`config.mk`:
```
export PLATFORM = sky130hd
export DESIGN_NAME = multimode_demod
export DESIGN_NICKNAME = d
export VERILOG_FILES = /design/src/rtl/multimode_demod.sv
export SDC_FILE = /design/constraint.sdc
export NUM_CORES = 1
export LEC_CHECK = 0
export BUFFER_PORTS_ARGS = -buffer_cell sky130_fd_sc_hd__buf_2
export CORE_MARGIN = 5
export CORE_UTILIZATION = 63
export DETAILED_ROUTE_END_ITERATION = 16
export PLACE_DENSITY = 0.82
export SLEW_MARGIN = 20
export SYNTH_ARGS = -nofsm -noshare
export SYNTH_HDL_FRONTEND = slang
export SYNTH_SLANG_ARGS = --single-unit
```
`constraint.sdc`:
```
create_clock -name clk -period 7.04 [get_ports clk]
set_clock_uncertainty 0.1 [all_clocks]
set_input_delay 1.056 -clock clk [delete_from_list [all_inputs] [get_ports clk]]
set_output_delay 1.056 -clock clk [all_outputs]
set_load 0.005 [all_outputs]
```
`src/rtl/multimode_demod.sv`:
```
// Multimode demodulator: ASK / FSK / BPSK / raw slicer over offset-binary samples.
// Optional DEMOD_MARGIN_CNT_EN adds margin_cnt, a count of near-threshold decisions.
module multimode_demod #(
  parameter int SPB     = 16,
  parameter int CAR_PER = 8,
  parameter int ASK_THR = 256,
  parameter int FSK_THR = 4
) (
  input  logic       clk,
  input  logic       rst,
  input  logic [1:0] sel,
  input  logic [6:0] sample,
  input  logic       sample_valid,
  input  logic       sync,
  output logic       bit_out,
  output logic       bit_valid,
  output logic       busy
`ifdef DEMOD_MARGIN_CNT_EN
  ,
  output logic [7:0] margin_cnt
`endif
);

  localparam int CNT_W = $clog2(SPB);
  localparam int ACC_W = 8 + $clog2(SPB);
  localparam int PH_W  = $clog2(CAR_PER);
  localparam logic [CNT_W-1:0] CNT_LAST = CNT_W'(SPB - 1);
  localparam logic [PH_W-1:0]  PH_LAST  = PH_W'(CAR_PER - 1);
  localparam logic [PH_W-1:0]  PH_HALF  = PH_W'(CAR_PER / 2);

  localparam logic [1:0] M_ASK  = 2'b00;
  localparam logic [1:0] M_FSK  = 2'b01;
  localparam logic [1:0] M_BPSK = 2'b10;
  localparam logic [1:0] M_RAW  = 2'b11;

  typedef enum logic {S_IDLE, S_RUN} state_t;

  state_t                  state_q, state_d;
  logic [CNT_W-1:0]        cnt_q, cnt_d, cnt_cur;
  logic signed [ACC_W-1:0] acc_q, acc_d, acc_cur, acc_nxt;
  logic [PH_W-1:0]         phase_q, phase_d, phase_cur;
  logic [1:0]              mode_q, mode_d, mode_eff;
  logic                    prev_neg_q, prev_neg_d, prev_cur;
  logic                    bit_q, bit_d;
  logic                    bv_q, bv_d;

  logic signed [7:0]       c;
  logic                    c_neg;
  logic signed [ACC_W-1:0] c_ext, c_abs;
  logic signed [31:0]      acc_w;
  logic                    dec_bit;
  logic                    dec_fire;

  always_comb begin
    c     = $signed({1'b0, sample}) - 8'sd64;
    c_neg = c[7];
    c_ext = ACC_W'(c);
    c_abs = c_neg ? -c_ext : c_ext;

    // sync wipes the window before this cycle's sample is folded in
    cnt_cur   = sync ? '0 : cnt_q;
    acc_cur   = sync ? '0 : acc_q;
    phase_cur = sync ? '0 : phase_q;
    prev_cur  = sync ? 1'b0 : prev_neg_q;
    mode_eff  = (cnt_cur == '0) ? sel : mode_q;

    state_d    = sync ? S_RUN : state_q;
    cnt_d      = cnt_cur;
    acc_d      = acc_cur;
    phase_d    = phase_cur;
    prev_neg_d = prev_cur;
    mode_d     = mode_q;
    bit_d      = bit_q;
    bv_d       = 1'b0;
    acc_nxt    = acc_cur;
    dec_fire   = 1'b0;

    if (sample_valid) begin
      state_d = S_RUN;
      if (cnt_cur == '0) mode_d = sel;
      case (mode_eff)
        M_ASK: acc_nxt = acc_cur + c_abs;
        M_FSK: begin
          if (c_neg != prev_cur) acc_nxt = acc_cur + ACC_W'(1);
          prev_neg_d = c_neg;
        end
        M_BPSK: begin
          acc_nxt = (phase_cur < PH_HALF) ? acc_cur + c_ext : acc_cur - c_ext;
          phase_d = (phase_cur == PH_LAST) ? '0 : phase_cur + PH_W'(1);
        end
        default: begin
          bit_d = ~c_neg;
          bv_d  = 1'b1;
        end
      endcase
      if (cnt_cur == CNT_LAST) begin
        cnt_d = '0;
        acc_d = '0;
        if (mode_eff != M_RAW) dec_fire = 1'b1;
      end else begin
        cnt_d = cnt_cur + CNT_W'(1);
        acc_d = acc_nxt;
      end
    end

    acc_w = 32'(acc_nxt);
    case (mode_eff)
      M_ASK:   dec_bit = acc_w > ASK_THR;
      M_FSK:   dec_bit = acc_w >= FSK_THR;
      default: dec_bit = acc_w < 0;
    endcase
    if (dec_fire) begin
      bit_d = dec_bit;
      bv_d  = 1'b1;
    end
  end

  always_ff @(posedge clk) begin
    if (rst) begin
      state_q    <= S_IDLE;
      cnt_q      <= '0;
      acc_q      <= '0;
      phase_q    <= '0;
      mode_q     <= M_ASK;
      prev_neg_q <= 1'b0;
      bit_q      <= 1'b0;
      bv_q       <= 1'b0;
    end else begin
      state_q    <= state_d;
      cnt_q      <= cnt_d;
      acc_q      <= acc_d;
      phase_q    <= phase_d;
      mode_q     <= mode_d;
      prev_neg_q <= prev_neg_d;
      bit_q      <= bit_d;
      bv_q       <= bv_d;
    end
  end

  assign bit_out   = bit_q;
  assign bit_valid = bv_q;
  assign busy      = (state_q == S_RUN);

`ifdef DEMOD_MARGIN_CNT_EN
  logic [7:0] margin_q, margin_d;
  logic       near;

  // "Near" means the metric sits within an eighth of the decision threshold
  always_comb begin
    case (mode_eff)
      M_ASK:   near = (acc_w - ASK_THR < ASK_THR / 8) && (ASK_THR - acc_w < ASK_THR / 8);
      M_FSK:   near = (acc_w == FSK_THR - 1) || (acc_w == FSK_THR);
      default: near = (acc_w < 8 * SPB) && (acc_w > -8 * SPB);
    endcase
    margin_d = margin_q;
    if (dec_fire && near && margin_q != 8'hff) margin_d = margin_q + 8'd1;
  end

  always_ff @(posedge clk) begin
    if (rst) margin_q <= '0;
    else     margin_q <= margin_d;
  end

  assign margin_cnt = margin_q;
`endif

endmodule

```
==> results of run 1 <==
## synth_stat cells (all sizes together) (3+ instances only)
cell | count | area (µm²)
a211oi | 3 | 22.5
o21a | 6 | 45.0
dfxtp | 25 | 500
xor2 | 17 | 149
ha | 24 | 300
nand3 | 11 | 55.1
a32oi | 3 | 33.8
nand4 | 4 | 25.0
nor2b | 14 | 87.6
xnor2 | 18 | 158
o31ai | 6 | 45.0
nand2 | 33 | 124
mux2i | 4 | 40.0
and3 | 3 | 18.8
or3 | 4 | 25.0
nand2b | 17 | 106
a31oi | 8 | 50.1
a21oi | 20 | 100
or4 | 3 | 22.5
inv | 18 | 67.6
o22ai | 10 | 62.6
clkbuf | 15 | 56.3
nor3 | 17 | 95.1
o31a | 3 | 26.3
and2 | 3 | 18.8
a22oi | 3 | 22.5
a21boi | 3 | 22.5
nor4 | 7 | 58.8
nor3b | 4 | 35.0
buf | 5 | 33.8
nor2 | 44 | 165
nand4b | 3 | 26.3
o21ai | 19 | 95.1
## power groups by stage
stage,logic [µW],registers [µW],clock network (µW)
floorplan,137,157,0
global placement,169,158,0
detailed placement,174,158,0
CTS,175,155,92.5
global route,196,156,98.8
finish,178,155,90.9
## layout make-up
| class | instances | area, µm² |
|---|---|---|
| clock inverters | 1 | 5.00 |
| inverters | 18 | 67.6 |
| well taps | 54 | 67.6 |
| flip-flops and latches | 25 | 500 |
| fillers | 409 | 1580 |
| multi-input cells | 343 | 2310 |
| clock buffers | 3 | 41.3 |
| repair buffers | 17 | 90.1 |
## cell families after synthesis
kind of cell	count (synthesis)
muxes	5
and+or+nand+nor	172
adders and majority gates	25
AOI/OAI and AO/OA	106
xor gates and xnor gates	35
DFF	25
buffers and inverters	38
## layer usage
layer | global-route usage | up-vias | share of wire
met3 | 0.0321 | 32 | 0.088
li1 | - | 1488 | -
met4 | 0.117 | 0 | 0.037
met1 | 0.325 | 1361 | 0.41
met5 | 0 | - | 0
met2 | 0.422 | 167 | 0.47
## registers in the layout, summed over array words and instances (netlist names)
signal      flops
bit_valid       1
cnt_q           4
mode_q          2
bit_out         1
phase_q         3
busy            1
prev_neg_q      1
acc_q          12
## worst min-delay path: stages (launching register included)
cell	delay, ps
dfxtp_1	340
nor3_1	50
nor2_1	70
## layout by cell type (no fill, tap or decap), types with 3 or more instances in the layout
cell,instances
o31a_1,3
nand2_1,33
or3_1,4
ha_1,24
nor4_1,6
nand4_1,4
a22oi_1,3
nand3_1,11
nand2b_1,17
clkbuf_8,3
or4_1,3
buf_2,15
a31oi_1,8
mux2i_1,4
o31ai_1,6
o21a_1,6
and3_1,3
nor3b_1,3
o21ai_0,16
o21ai_1,3
nor3_1,15
and2_1,3
a211oi_1,3
xnor2_1,18
nand4b_1,3
o22ai_1,10
a21oi_1,20
nor2_1,44
xor2_1,17
dfxtp_1,25
nor2b_1,14
inv_1,16
## path summary, 6_finish.rpt
check | slack, ps | to | cells past startpoint | start
max | 1190 | bit_out | 19 | sync
min | 390 | busy | 2 | busy
max reg2reg | 2110 | bit_out | 18 | cnt_q[1]
min reg2reg | 390 | busy | 2 | busy
## through the flow
step                utilization  hold slack, ps  cells  setup WS [ps]
detailed placement        0.651             363    457            994
floorplan                     -             370    406           1460
global placement          0.651             354    457           1200
finish                    0.661             389    461           1190
CTS                       0.661             385    461           1270
global route              0.661             412    461            729
==> flow_summary.yaml, run 1 <==
worst_setup_path:
  end_kind: "flip-flop"
  crit_path_frequent_cell: "o22ai_1"
  worstPathRequired_ps: 7120
  cp_num_buf_inv: 2
  slowest_delay_ps: 740
  crit_arrival_ps: 5940
  worst_path_max_delay_cell: "nor2_1"
  critPathTopFamily: "compound AO/OA/AOI/OAI gates"
  crit_type: "primary input to flip-flop"
  crit_chain: "buf_2 > nand2b_1 > ha_1 > nor3b_2 > o22ai_1 > buf_4 > nor2_1 > nand2_1 > o22ai_1 > xnor2_1 > ha_1 > o21a_1 > o31a_1 > o31a_1 > o41ai_1 > xnor2_1 > xor2_1 > o22ai_1 > a32o_1"
  cp_max_fo: 29
  crit_path_start_kind: "primary input"
logic_synthesis:
  yosys-mux-area-fraction: 0.0173
  syn-num-nets: 444
  ys_seq_elements: 25
  ys.flop_type: "dfxtp_1"
  syn_area_per_cell_um2: 7.30
  syn_area_um2: 2970
  synth-xor-area-share: 0.103
  synth_top_family_by_area: "simple AND/OR/NAND/NOR gates"
  yosysWarningCount: 0
  synth_adder_area_share: 0.108
  async_flop_share: 0
  synth_compound_area_frac: 0.244
  ys_seq_area_frac: 0.169
  synth_cell_types: 67
  netlist_instances: 406
  synth_simple_gate_area_frac: 0.305
  synth_edf_count: 0
timing:
  final.period_utilization: 0.831
  maxSlewHeadroom: 0.359
  setup_violations: 0
  final-hold-violation-count: 0
  final.setup.tns_ps: 0
  final_max_slew_viol_count: 0
  grt_setup_unrepaired: "no"
  period_minus_slack_ps: 5850
  tightest_slew_ps: 958
  max_freq_ghz: 0.171
clocking:
  cts_resized: 0
  clock-sinks: 25
  clockBufferDepth: 2
  ctsHoldBuffers: 0
  cts_made_buffers: 3
  cts-root-buf: "clkbuf_8"
  cts_setup_buffers: 0
  cts_max_level: 1
  cts.clk_slew.worst_paths_ps: 100
  clkLatencyLatePin_ps: 280
  cts_tree: "built"
pwr:
  p_switching_uw: 164
  internal_power_uw: 261
  ir_drop_mv: 0.116
  p_leak_uw: 0.00137
  combPwrFrac: 0.420
  swShare: 0.386
  power.density_nw_per_um2: 138
  power_uw: 425
  pwr-share-seq: 0.365
  power_frac_clock: 0.214
global_route:
  grt_pass1_wl_um: 12800
  grt_pass1_vias: 2770
  grt_usage: 0.254
  overflow: 0
  grt_max_degree: 32
  antenna_found_initial: 0
floorplan:
  dieArea_um2: 6180
  ios: 16
  initial_core_util: 0.636
  fp.dieH_um: 78.6
  core_um2: 4660
  num_rows: 25
  die_w_um: 78.6
route:
  avgViaCountPerCell: 6.61
  firstDrtPassIters: 5
  routed_wirelength_um: 7770
  drc: 0
  route.antenna.remaining_nets: 0
  num_vias: 3048
  drt-initial-drc-count: 326
  avgRoutedWirePerCell_um: 16.9
placed_design:
  port-buffer-count: 15
  dpl_cell_area_um2: 3030
  dpl.hpwl_um: 5980
  globalplace.congestion: 0.955
job:
  drv_cap: 0
finish:
  fin_nets: 446
  syn_to_final_growth_pct: 3.84
  drive_gt1_frac: 0.0860
  num_antenna_cells: 0
  postLayoutCellArea_um2: 3080
worst_hold_path:
  hp-class: "flip-flop to flip-flop"
status:
  status: "finished clean"
Note: power is estimated with default switching activity, not from simulation.
==> run 2, diff against run 1 <==
--- a/config.mk
+++ b/config.mk
@@ -5,6 +5,7 @@
 export SDC_FILE = /design/constraint.sdc
 export NUM_CORES = 1
 export LEC_CHECK = 0
+export ABC_AREA = 1
 export BUFFER_PORTS_ARGS = -buffer_cell sky130_fd_sc_hd__buf_2
 export CORE_MARGIN = 5
 export CORE_UTILIZATION = 63
==> constraint.sdc (replaced) <==
create_clock -name clk -period 5.7 [get_ports clk]
set_clock_uncertainty 0.1 [all_clocks]
set_input_delay 0.855 -clock clk [delete_from_list [all_inputs] [get_ports clk]]
set_output_delay 0.855 -clock clk [all_outputs]
set_load 0.005 [all_outputs]
==> flow_summary.yaml, run 2 <==
status:
  status: "finished clean"
logic_synthesis:
  synth_area_leader_cell: "nand2_1"
  yosys-mux-area-fraction: 0
  ys_seq_elements: 25
  synth_simple_gate_area_frac: 0.418
  syn_area_per_cell_um2: 5.74
  synth_edf_count: 0
  syn-num-nets: 554
  async_flop_share: 0
  syn_area_um2: 2960
  synth_area_leaders: "nand2_1, dfxtp_1, ha_1, inv_1, nor2_1"
  ys_seq_area_frac: 0.169
  netlist_instances: 516
  synth_cell_types: 39
  synth_top_area_frac: 0.179
  synth_most_common_cell: "nand2_1"
  synth_top_family_by_area: "simple AND/OR/NAND/NOR gates"
  ys.flop_type: "dfxtp_1"
  synth_adder_area_share: 0.108
  synth-xor-area-share: 0.0296
  synth_compound_area_frac: 0.156
  yosysWarningCount: 0
  ys_top_cells_by_count: "nand2_1, inv_1, nor2_1, nand3_1, a21oi_1"
finish:
  largestRegisters: "acc_q (12), cnt_q (4), phase_q (3)"
  num_antenna_cells: 0
  largest-register: "acc_q"
  fin_nets: 564
  final_cells: 579
  drive_gt1_frac: 0.0838
  fill_cells: 418
  final_common_cell: "nand2_1"
  final_cell_mix: "nand2_1, inv_1, nor2_1, nand3_1, a21oi_1"
  largest_reg_flops: 12
  postLayoutCellArea_um2: 3100
  utilization: 0.669
  syn_to_final_growth_pct: 4.48
worst_setup_path:
  crit_type: "primary input to flip-flop"
  path_depth: 33
  cp_max_fo: 16
  end_kind: "flip-flop"
  reg2reg_depth: 33
  slowest_delay_ps: 380
  worst_path_max_delay_cell: "ha_1"
  cp_num_buf_inv: 6
  r2r_end: "bit_out"
  worstPathRequired_ps: 5770
  critPathTopFamily: "simple AND/OR/NAND/NOR gates"
  r2r_slack_ps: 1300
  crit_path_start_kind: "primary input"
  crit_path_frequent_cell: "nand2_1"
  r2r_start: "cnt_q[1]"
  crit_arrival_ps: 5050
timing:
  final_max_slew_viol_count: 0
  tightest_slew_ps: 518
  max_freq_ghz: 0.201
  final.setup.tns_ps: 0
  setup_violations: 0
  final-hold-violation-count: 0
  maxSlewHeadroom: 0.654
  final.period_utilization: 0.874
  period_minus_slack_ps: 4980
  grt_setup_unrepaired: "no"
placed_design:
  globalplace.congestion: 1.01
  placed_cells: 575
  dpl_cell_area_um2: 3050
  dpl.hpwl_um: 6300
  port-buffer-count: 15
floorplan:
  initial_core_util: 0.640
  ios: 16
  die_w_um: 78.6
  dieArea_um2: 6170
  core_um2: 4630
  fp.dieH_um: 78.6
  num_rows: 25
global_route:
  overflow: 0
  grt_pass1_vias: 3036
  grt_max_degree: 18
  grt_pass1_wl_um: 13700
  antenna_found_initial: 0
  grt_usage: 0.268
worst_hold_path:
  hold_path_end: "bit_out"
  hold-path-cell-count: 2
  hp-class: "flip-flop to flip-flop"
  min_from: "bit_out"
clocking:
  cts.clk_slew.worst_paths_ps: 80
  clock-sinks: 25
  cts-root-buf: "clkbuf_8"
  clockBufferDepth: 2
  cts_tree: "built"
  cts_made_buffers: 3
  clkLatencyLatePin_ps: 270
  cts_resized: 0
  ctsHoldBuffers: 0
  cts_setup_buffers: 0
  cts_max_level: 1
pwr:
  power.density_nw_per_um2: 175
  p_leak_uw: 0.00171
  ir_drop_mv: 0.202
route:
  drt-initial-drc-count: 267
  num_vias: 3348
  route.antenna.remaining_nets: 0
  routed_wirelength_um: 7890
  avgRoutedWirePerCell_um: 13.6
  drc: 0
  avgViaCountPerCell: 5.78
  firstDrtPassIters: 5
job:
  drv_cap: 0
## run 2: metrics by stage
stage | setup slack, ps | total power [µW] | hold slack (ps)
after floorplan | 1360 | 383 | 363
final | 717 | 542 | 409
after global placement | 688 | 434 | 377
after detailed placement | 503 | 436 | 391
after CTS | 762 | 536 | 403
after global routing | 294 | 583 | 413
## run 2: worst reg2reg max path: cells and delay by family (launching register included)
family                   cells  cell delay [ps]
XOR/XNOR                     1              200
AND/OR/NAND/NOR             19             1460
buffers and inverters        6              690
AO/OA/AOI/OAI                5              890
flip-flops                   1              340
adder cells (fa/ha/maj)      2              610
## run 2: per-layer routing
metal  part of all wire  vias up  GRT usage
met3              0.069       25     0.0252
met1               0.44     1492      0.352
met2               0.46      139      0.459
met4              0.025        0     0.0857
met5                  0        -          0
li1                   -     1692          -
## run 2: layout make-up
type / instances / area (µm²) / share of cell area
clock buffer: 4 / 45.0 / 0.0146
inverter: 77 / 289 / 0.0934
timing repair buffer: 16 / 82.6 / 0.0267
sequential: 25 / 500 / 0.162
multi-input combinational: 403 / 2110 / 0.682
tap: 54 / 67.6 / 0.0218
## run 2: worst max path at each step
stage | to | slack (ps) | startpoint
2_1_floorplan | bit_out | 1360 | sync
3_3_place_gp | bit_out | 690 | sync
3_5_place_dp | bit_out | 500 | sync
6_report | bit_out | 720 | sync
5_1_grt | bit_out | 290 | sync
4_1_cts | bit_out | 760 | sync
## run 2: kinds of logic after synthesis
family | Yosys count
AO/OA/AOI/OAI | 78
XOR/XNOR | 10
adder cells (fa/ha/maj) | 25
buffers and inverters | 88
flip-flops | 25
AND/OR/NAND/NOR | 290
## run 2: report_power, final
part	total [µW]	internal [µW]	switching, µW
clock network	103	50.0	52.6
registers	193	187	6.06
logic	246	82.2	164
==> run 3, diff against run 2 <==
--- a/config.mk
+++ b/config.mk
@@ -8,9 +8,9 @@
 export ABC_AREA = 1
 export BUFFER_PORTS_ARGS = -buffer_cell sky130_fd_sc_hd__buf_2
 export CORE_MARGIN = 5
-export CORE_UTILIZATION = 63
+export CORE_UTILIZATION = 57
 export DETAILED_ROUTE_END_ITERATION = 16
-export PLACE_DENSITY = 0.82
+export PLACE_DENSITY = 0.78
 export SLEW_MARGIN = 20
 export SYNTH_ARGS = -nofsm -noshare
 export SYNTH_HDL_FRONTEND = slang
==> constraint.sdc (replaced) <==
create_clock -name clk -period 4.2 [get_ports clk]
set_clock_uncertainty 0.1 [all_clocks]
set_input_delay 0.63 -clock clk [delete_from_list [all_inputs] [get_ports clk]]
set_output_delay 0.63 -clock clk [all_outputs]
set_load 0.005 [all_outputs]
==> flow_summary.yaml, run 3 (synthesis gave the netlist of run 2 again) <==
status:
  status: "finished clean"
floorplan:
  die_w_um: 82.1
  num_rows: 26
  dieArea_um2: 6740
  initial_core_util: 0.584
  fp.dieH_um: 82.1
  ios: 16
  core_um2: 5070
finish:
  num_antenna_cells: 0
  syn_to_final_growth_pct: 21.2
  fin_nets: 605
  largestRegisters: "acc_q (12), cnt_q (4), phase_q (3)"
  drive_gt1_frac: 0.230
  final_common_cell: "nand2_1"
  fill_cells: 468
  utilization: 0.707
  largest-register: "acc_q"
  final_cell_mix: "nand2_1, inv_1, nor2_1, buf_4, nand3_1"
  largest_reg_flops: 12
clocking:
  cts_max_level: 1
  cts.clk_slew.worst_paths_ps: 90
  cts_tree: "built"
  clock-sinks: 25
  cts_made_buffers: 3
  ctsHoldBuffers: 0
  clkLatencyLatePin_ps: 270
  clockBufferDepth: 2
  cts-root-buf: "clkbuf_8"
worst_setup_path:
  cp_num_buf_inv: 5
  crit_type: "primary input to flip-flop"
  critPathTopFamily: "simple AND/OR/NAND/NOR gates"
  worstPathRequired_ps: 4270
  slowest_delay_ps: 380
  end_kind: "flip-flop"
  cp_max_fo: 6
  crit_path_frequent_cell: "nand2_1"
  crit_path_start_kind: "primary input"
  worst_path_max_delay_cell: "ha_1"
  crit_arrival_ps: 4000
global_route:
  antenna_found_initial: 0
  grt_pass1_vias: 3251
  grt_max_degree: 17
  overflow: 0
  grt_pass1_wl_um: 14400
  grt_usage: 0.267
worst_hold_path:
  hp-class: "flip-flop to flip-flop"
timing:
  setup_violations: 0
  final_max_slew_viol_count: 0
  maxSlewHeadroom: 0.698
  final-hold-violation-count: 0
  holdWs_ps: 384
  tightest_slew_ps: 452
  final.period_utilization: 0.935
  period_minus_slack_ps: 3930
  max_freq_ghz: 0.255
  setup_ws_ps: 272
  final.setup.tns_ps: 0
route:
  routed_wirelength_um: 8820
  avgViaCountPerCell: 5.55
  top_layer: "met4"
  wl_met2_um: 4330
  drc: 0
  avgRoutedWirePerCell_um: 13.9
  route.antenna.remaining_nets: 0
  drt-initial-drc-count: 219
  num_vias: 3532
  wirelength_met1_um: 3710
  firstDrtPassIters: 5
  wl_met3_um: 484
placed_design:
  globalplace.congestion: 0.920
  dp_slack_ps: -180
  dpl.hpwl_um: 6640
  port-buffer-count: 15
pwr:
  p_leak_uw: 0.00193
  power_uw: 829
  power.density_nw_per_um2: 231
  ir_drop_mv: 0.291
job:
  drv_cap: 0
## run 3: cell types whose count changed in the layout (fill, tap and decap cells not counted), moves of 6 or more
cell     delta
nor2_1      -8
buf_4      +40
nor2_2      +7
a21oi_1     -8
nand2_2    +11
a21oi_2     +8
inv_1       -6
inv_2       +6
nand2_1    -11
## run 3: path summary, 6_finish.rpt
| check | cells past startpoint | to | startpoint | slack (ps) |
|---|---|---|---|---|
| max | 31 | bit_out | sync | 270 |
| min | 2 | bit_out | bit_out | 380 |
| max reg2reg | 31 | bit_out | cnt_q[1] | 390 |
| min reg2reg | 2 | bit_out | bit_out | 380 |
## run 3: per-stage QoR
stage,instances,area [µm²]
4_1_cts,627,3360
5_1_grt,636,3590
3_3_place_gp,623,3310
6_report,636,3590
3_5_place_dp,623,3310
2_1_floorplan,516,2960
## run 3: area by class of cell
class | instances | area [µm²] | share of cell area
Clock buffer | 3 | 41.3 | 0.0115
Inverter | 77 | 289 | 0.0805
Timing Repair Buffer | 57 | 394 | 0.110
Multi-Input combinational cell | 403 | 2270 | 0.633
Tap cell | 70 | 87.6 | 0.0244
Sequential cell | 25 | 500 | 0.139
Clock inverter | 1 | 5.00 | 0.00139
## run 3: worst register-to-register path: cells and delay by family (launching register included)
| family | cells | cell delay [ps] |
|---|---|---|
| compound gates | 3 | 360 |
| buf+inv | 5 | 420 |
| simple gates | 20 | 1750 |
| flops | 1 | 350 |
| xor+xnor | 1 | 150 |
| fa+ha+maj | 2 | 600 |
## run 3: metal layers
layer / global-route usage / up-vias
li1: - / 1771
met1: 0.339 / 1592
met2: 0.464 / 140
met5: 0 / -
met4: 0.116 / 0
met3: 0.0174 / 29
## run 3: timing repair
item	in CTS	in global routing
setup endpoints to repair	0	2
buffers inserted	0	9
gates resized for setup	0	51
## run 3: power breakdown
| group | internal (µW) | switching [µW] | leakage, µW |
|---|---|---|---|
| clock | 66.5 | 77.2 | 0.0000255 |
| sequential | 254 | 7.25 | 0.000205 |
| combinational | 168 | 256 | 0.00170 |
| total | 489 | 341 | 0.00193 |
